File: src/rtl/serial_sub_defs.vh
// serial_sub_defs.vh
// Shared FSM state encodings for the bit-serial subtractor.
// Pulled into serial_subtractor_pkg, so the RTL and the bench see one copy.
`ifndef SERIAL_SUB_DEFS_VH
`define SERIAL_SUB_DEFS_VH

`define SSUB_IDLE  2'd0
`define SSUB_SHIFT 2'd1
`define SSUB_DONE  2'd2

`endif

File: src/rtl/serial_subtractor_pkg.sv
// serial_subtractor_pkg
// Shared types for the bit-serial subtractor.
// Provides the FSM state type built from the encodings in serial_sub_defs.vh,
// and a helper that sizes the bit counter from the operand width.
package serial_subtractor_pkg;

`include "serial_sub_defs.vh"

  typedef enum logic [1:0] {
    IDLE  = `SSUB_IDLE,
    SHIFT = `SSUB_SHIFT,
    DONE  = `SSUB_DONE
  } state_t;

  // Smallest counter width that can hold WIDTH-1.
  function automatic int cnt_width(input int width);
    return (width <= 2) ? 1 : $clog2(width);
  endfunction

endpackage

File: src/rtl/serial_subtractor_cell.sv
// full_subtractor
// One-bit full subtractor cell: computes a - b - bin.
// Ports:
//   a, b    operand bits
//   bin     borrow in
//   diff    difference bit
//   borrow  borrow out
// Purely combinational.
module full_subtractor (
  output logic diff,
  output logic borrow,
  input  logic a,
  input  logic b,
  input  logic bin
);

  assign diff   = a ^ b ^ bin;
  assign borrow = (~a & b) | (~(a ^ b) & bin);

endmodule

File: src/rtl/serial_subtractor.sv
// serial_subtractor
// Bit-serial unsigned subtractor: diff = a - b mod 2^WIDTH, LSB first,
// one bit per clock through a single full_subtractor and a borrow flop.
// Ports:
//   clk         clock, rising edge
//   rst_n       asynchronous active-low reset
//   start       begin a subtraction (only looked at while idle)
//   a, b        minuend / subtrahend, captured on the accepting edge
//   diff        result, held until the next operation completes
//   borrow_out  final borrow (1 when a < b)
//   busy        high while bits are being processed
//   done        one-cycle pulse when diff/borrow_out are fresh
module serial_subtractor
  import serial_subtractor_pkg::*;
#(
  parameter int WIDTH = 8
) (
  input  logic             clk,
  input  logic             rst_n,
  input  logic             start,
  input  logic [WIDTH-1:0] a,
  input  logic [WIDTH-1:0] b,
  output logic [WIDTH-1:0] diff,
  output logic             borrow_out,
  output logic             busy,
  output logic             done
);

  localparam int CW = cnt_width(WIDTH);

  state_t           state, state_nxt;
  logic [WIDTH-1:0] a_sh, b_sh;
  // Only WIDTH-1 partial bits need storing; the final bit joins them
  // directly on the last edge when diff is written.
  logic [WIDTH-2:0] res;
  logic [WIDTH-1:0] acc;
  logic [CW-1:0]    cnt;
  logic             bor;
  logic             d_bit, bor_nxt;
  logic             last;

  full_subtractor u_cell (
    .diff   (d_bit),
    .borrow (bor_nxt),
    .a      (a_sh[0]),
    .b      (b_sh[0]),
    .bin    (bor)
  );

  assign acc  = {d_bit, res};
  assign last = (cnt == CW'(WIDTH - 1));

  always_ff @(posedge clk or negedge rst_n) begin
    if (!rst_n) state <= IDLE;
    else        state <= state_nxt;
  end

  always_comb begin
    state_nxt = state;
    busy      = 1'b0;
    done      = 1'b0;
    case (state)
      IDLE:  if (start) state_nxt = SHIFT;
      SHIFT: begin
        busy = 1'b1;
        if (last) state_nxt = DONE;
      end
      DONE: begin
        done      = 1'b1;
        state_nxt = IDLE;
      end
      default: state_nxt = IDLE;
    endcase
  end

  always_ff @(posedge clk or negedge rst_n) begin
    if (!rst_n) begin
      a_sh       <= '0;
      b_sh       <= '0;
      res        <= '0;
      cnt        <= '0;
      bor        <= 1'b0;
      diff       <= '0;
      borrow_out <= 1'b0;
    end else begin
      case (state)
        IDLE: if (start) begin
          a_sh <= a;
          b_sh <= b;
          bor  <= 1'b0;
          cnt  <= '0;
        end
        SHIFT: begin
          a_sh <= a_sh >> 1;
          b_sh <= b_sh >> 1;
          bor  <= bor_nxt;
          res  <= acc[WIDTH-1:1];
          cnt  <= cnt + CW'(1);
          if (last) begin
            diff       <= acc;
            borrow_out <= bor_nxt;
          end
        end
        default: ;
      endcase
    end
  end

endmodule

File: config.mk
export PLATFORM = sky130hd
export DESIGN_NAME = serial_subtractor
export DESIGN_NICKNAME = d
export VERILOG_FILES = /design/src/rtl/serial_subtractor_pkg.sv /design/src/rtl/serial_subtractor_cell.sv /design/src/rtl/serial_subtractor.sv
export VERILOG_INCLUDE_DIRS = /design/src /design/src/rtl
export SDC_FILE = /design/constraint.sdc
export NUM_CORES = 1
export LEC_CHECK = 0
export ABC_AREA = 0
export ABC_CLOCK_PERIOD_IN_PS = 1650
export BUFFER_PORTS_ARGS = -buffer_cell sky130_fd_sc_hd__clkbuf_2
export CORE_UTILIZATION = 38
export CTS_CLUSTER_SIZE = 12
export DETAILED_ROUTE_END_ITERATION = 7
export PLACE_DENSITY_LB_ADDON = 0.05
export SYNTH_ARGS = -nofsm -noshare
export SYNTH_HDL_FRONTEND = slang
export SYNTH_SLANG_ARGS = --single-unit
File: constraint.sdc
create_clock -name clk -period 1.65 [get_ports clk]
set_input_delay 0.165 -clock clk [delete_from_list [all_inputs] [get_ports clk]]
set_output_delay 0.165 -clock clk [all_outputs]
set_load 0.02 [all_outputs]
==> flow_summary.ini <==
[grt]
grt_use_met3_pct = 4.83
grt_use_met1_pct = 20.8
met2_usage_pct = 28.5
gr-total-overflow = 0
grt_pass1_wl_um = 5590
antenna_found_initial = 0
grt_max_degree = 39
grt_pass1_vias = 1135
grtUsageTotal_pct = 17.5
grt.busiest_layer = met2

[setup_path]
r2r_cells = 4
end_kind = output pin
startpoint = state[1]
r2r-start = cnt[0]
arrival_ns = 1.40
cp-start-kind = flop
worstSetupPathType = reg -> out
worstSetupEndpoint = busy
rrSetupSlack_ns = 0.09
rr_endpoint = diff[2]
path_max_fanout = 14
cp.required_ns = 1.48

[floorplan]
die_w_um = 67.9
core-area_um2 = 4090
initial_core_util_pct = 40.4
placementRows = 23
fp.dieH_um = 67.9
io_pins = 30
dieArea_um2 = 4610

[sta]
maxSlewViolCount = 0
fmax_mhz = 640
rsz0062_at_grt = false
hold_viol = 0
final.min_clock_period_ns = 1.56
clock_skew_ns = 0.00334
tns_ns = 0
setup_viol = 0
maxSlewHeadroom_pct = 68.1
fin_crit_sh_pct = 94.7
worstMarginPinSlew_ns = 0.478

[finish]
stdcell_count = 225
layout.nets = 196
area_growth_pct = 18.1
diodes = 0
fillCellCount = 382
drive_gt1_share_pct = 32.0

[place]
gp_congestion = 0.741
port-buffer-count = 29
hpwlAfterDp_um = 2330
place_inst = 216

[run_status]
status = finished, final reports clean

[route]
post-route-drc-count = 0
wire_per_inst_um = 15.0
drt_iter0_markers = 64
vias = 1169
routed_wirelength_um = 3370
postRouteAntennaNets = 0
firstDrtPassIters = 4
viasPerCell = 5.20

[power_and_ir_drop]
combPwrFrac_pct = 38.9
clock_power_share_pct = 17.2
seq_power_share_pct = 43.9
swShare_pct = 36.1
ir_drop_uv = 676
internal-power_mw = 2.41
p_leak_nw = 0.940
p_per_area_nw_per_um2 = 1940
switchingPower_mw = 1.36

[clock_tree]
cts_sinks = 38
htreeDepth = 2
cts_buffers = 5
cts-root-buf = clkbuf_8
cts_tree = yes
clkLatencyLatePin_ns = 0.29
clk_pin_slew_worst_paths_ns = 0.07
post_cts_buffers = 0
clockBufferDepth = 2

[min_path]
hold_class = in -> reg

[yosys]
synth_area_um2 = 1650
synthXorXnorAreaFrac_pct = 0
synthCells = 140
yosysWarnings = 0
synth_top_family_by_area = compound AO/OA/AOI/OAI gates
synth_compound_area_share_pct = 16.5
synth_nets = 162
synth_mux_area_share_pct = 5.46
avgSynthCellArea_um2 = 11.8
synth_simple_gate_area_share_pct = 13.2
seq_area_frac_synth_pct = 57.6
yosys.cell_types.count = 30
yosys.area_share.adder_pct = 2.73
ys_ff_latch = 38

[flow_run]
drv_cap = 0
-- what timing repair did --
item                                    4_1_cts  5_1_grt
endpoints found under the hold margin        38        0
gates resized for setup                       2        2
endpoints found under the setup margin        1        1
hold buffers                                  1        0
-- final cells by class --
type | count | area [µm²] | area share (%)
clock inverter | 1 | 5.00 | 0.257
multi-input combinational | 89 | 626 | 32.1
sequential | 38 | 953 | 48.9
timing repair buffer | 35 | 193 | 9.88
tap | 50 | 62.6 | 3.21
clock buffer | 7 | 86.3 | 4.43
inverter | 5 | 23.8 | 1.22
-- critical path, stage by stage, from the launching register on --
cell	delay (ns)
dfrtp_2	0.49
or2b_1	0.30
clkinv_4	0.13
clkbuf_2	0.19
-- power groups by stage --
stage                     clock network, mW  logic, mW  registers, mW
after global placement                    0       1.42           1.65
final                                 0.649       1.47           1.66
after detailed placement                  0       1.49           1.67
after CTS                             0.673       1.50           1.66
after floorplan                           0       1.02           1.70
after global routing                  0.715       1.69           1.72
-- cell families after synthesis --
family                   count (synthesis)
AO/OA/AOI/OAI                           34
adder cells (fa/ha/maj)                  3
buffers and inverters                   13
flip-flops                              38
multiplexers                             8
AND/OR/NAND/NOR                         44
-- cells in the final DEF, fill, tap and decap left out, types with 2 or more instances in the layout --
cell and n:
a22o_1 2, a22oi_1 3, buf_4 5, clkbuf_2 29, clkbuf_8 6, dfrtp_1 36, dfrtp_2 2, ha_1 2
inv_1 3, mux2_2 8, nand2_1 28, nand2b_1 2, nand3_1 3, nand3b_1 3, nor2b_1 3, o21ai_0 4
o22a_1 18
-- sequential cells by signal (all words and copies together), names as in the netlist --
register / flops
res: 7
borrow_out: 1
a_sh: 8
bor: 1
diff: 8
state: 2
b_sh: 8
cnt: 3
-- metal layers --
metal / vias up / part of all wire, %
li1: 563 / -
met1: 573 / 45
met2: 26 / 50
met3: 7 / 3.9
met4: 0 / 1.9
met5: - / 0
-- stage by stage --
stage | power (mW) | hold slack (ns) | cell area [µm²] | util (%) | worst slack, ns
2_1_floorplan | 2.72 | -0.131 | 1650 | - | 0.209
3_3_place_gp | 3.07 | 0.237 | 1840 | 45.0 | 0.138
3_5_place_dp | 3.16 | 0.245 | 1840 | 45.0 | 0.0832
4_1_cts | 3.83 | 0.103 | 1950 | 47.6 | 0.0328
5_1_grt | 4.12 | 0.115 | 1950 | 47.7 | 0.0193
6_report | 3.78 | 0.0993 | 1950 | 47.7 | 0.0880
-- worst min-delay path by stage --
stage,startpoint,endpoint,slack [ns],cells after the start
2_1_floorplan,rst_n,a_sh[0],-0.13,0
3_3_place_gp,rst_n,diff[3],0.24,2
3_5_place_dp,rst_n,diff[3],0.25,2
4_1_cts,a[7],a_sh[7],0.10,3
5_1_grt,a[7],a_sh[7],0.12,3
6_report,a[7],a_sh[7],0.1,3
-- cell usage after synthesis --
library cell / number / area share [%]
o21bai_1: 1 / 0.46
a21oi_1: 1 / 0.30
buf_4: 1 / 0.46
nor2_1: 1 / 0.23
nand3b_1: 3 / 1.4
a22o_1: 2 / 1.1
nand2b_1: 2 / 0.76
buf_6: 2 / 1.4
nor2_4: 1 / 0.68
or2b_1: 1 / 0.46
nand3_1: 3 / 0.91
fa_1: 1 / 1.2
inv_1: 3 / 0.68
o21ai_1: 1 / 0.30
o221a_2: 1 / 0.68
ha_1: 2 / 1.5
buf_2: 5 / 1.5
o22a_1: 18 / 9.6
o22ai_1: 1 / 0.38
a22oi_1: 3 / 1.4
a32o_1: 1 / 0.61
a221o_1: 1 / 0.61
nand3b_2: 1 / 0.68
o21ai_0: 4 / 1.2
mux2_2: 8 / 5.5
inv_2: 2 / 0.46
dfrtp_1: 38 / 58
or4b_1: 1 / 0.61
nand2_1: 28 / 6.4
nor2b_1: 3 / 1.1
No activity file was read; power rests on OpenSTA's default activity.
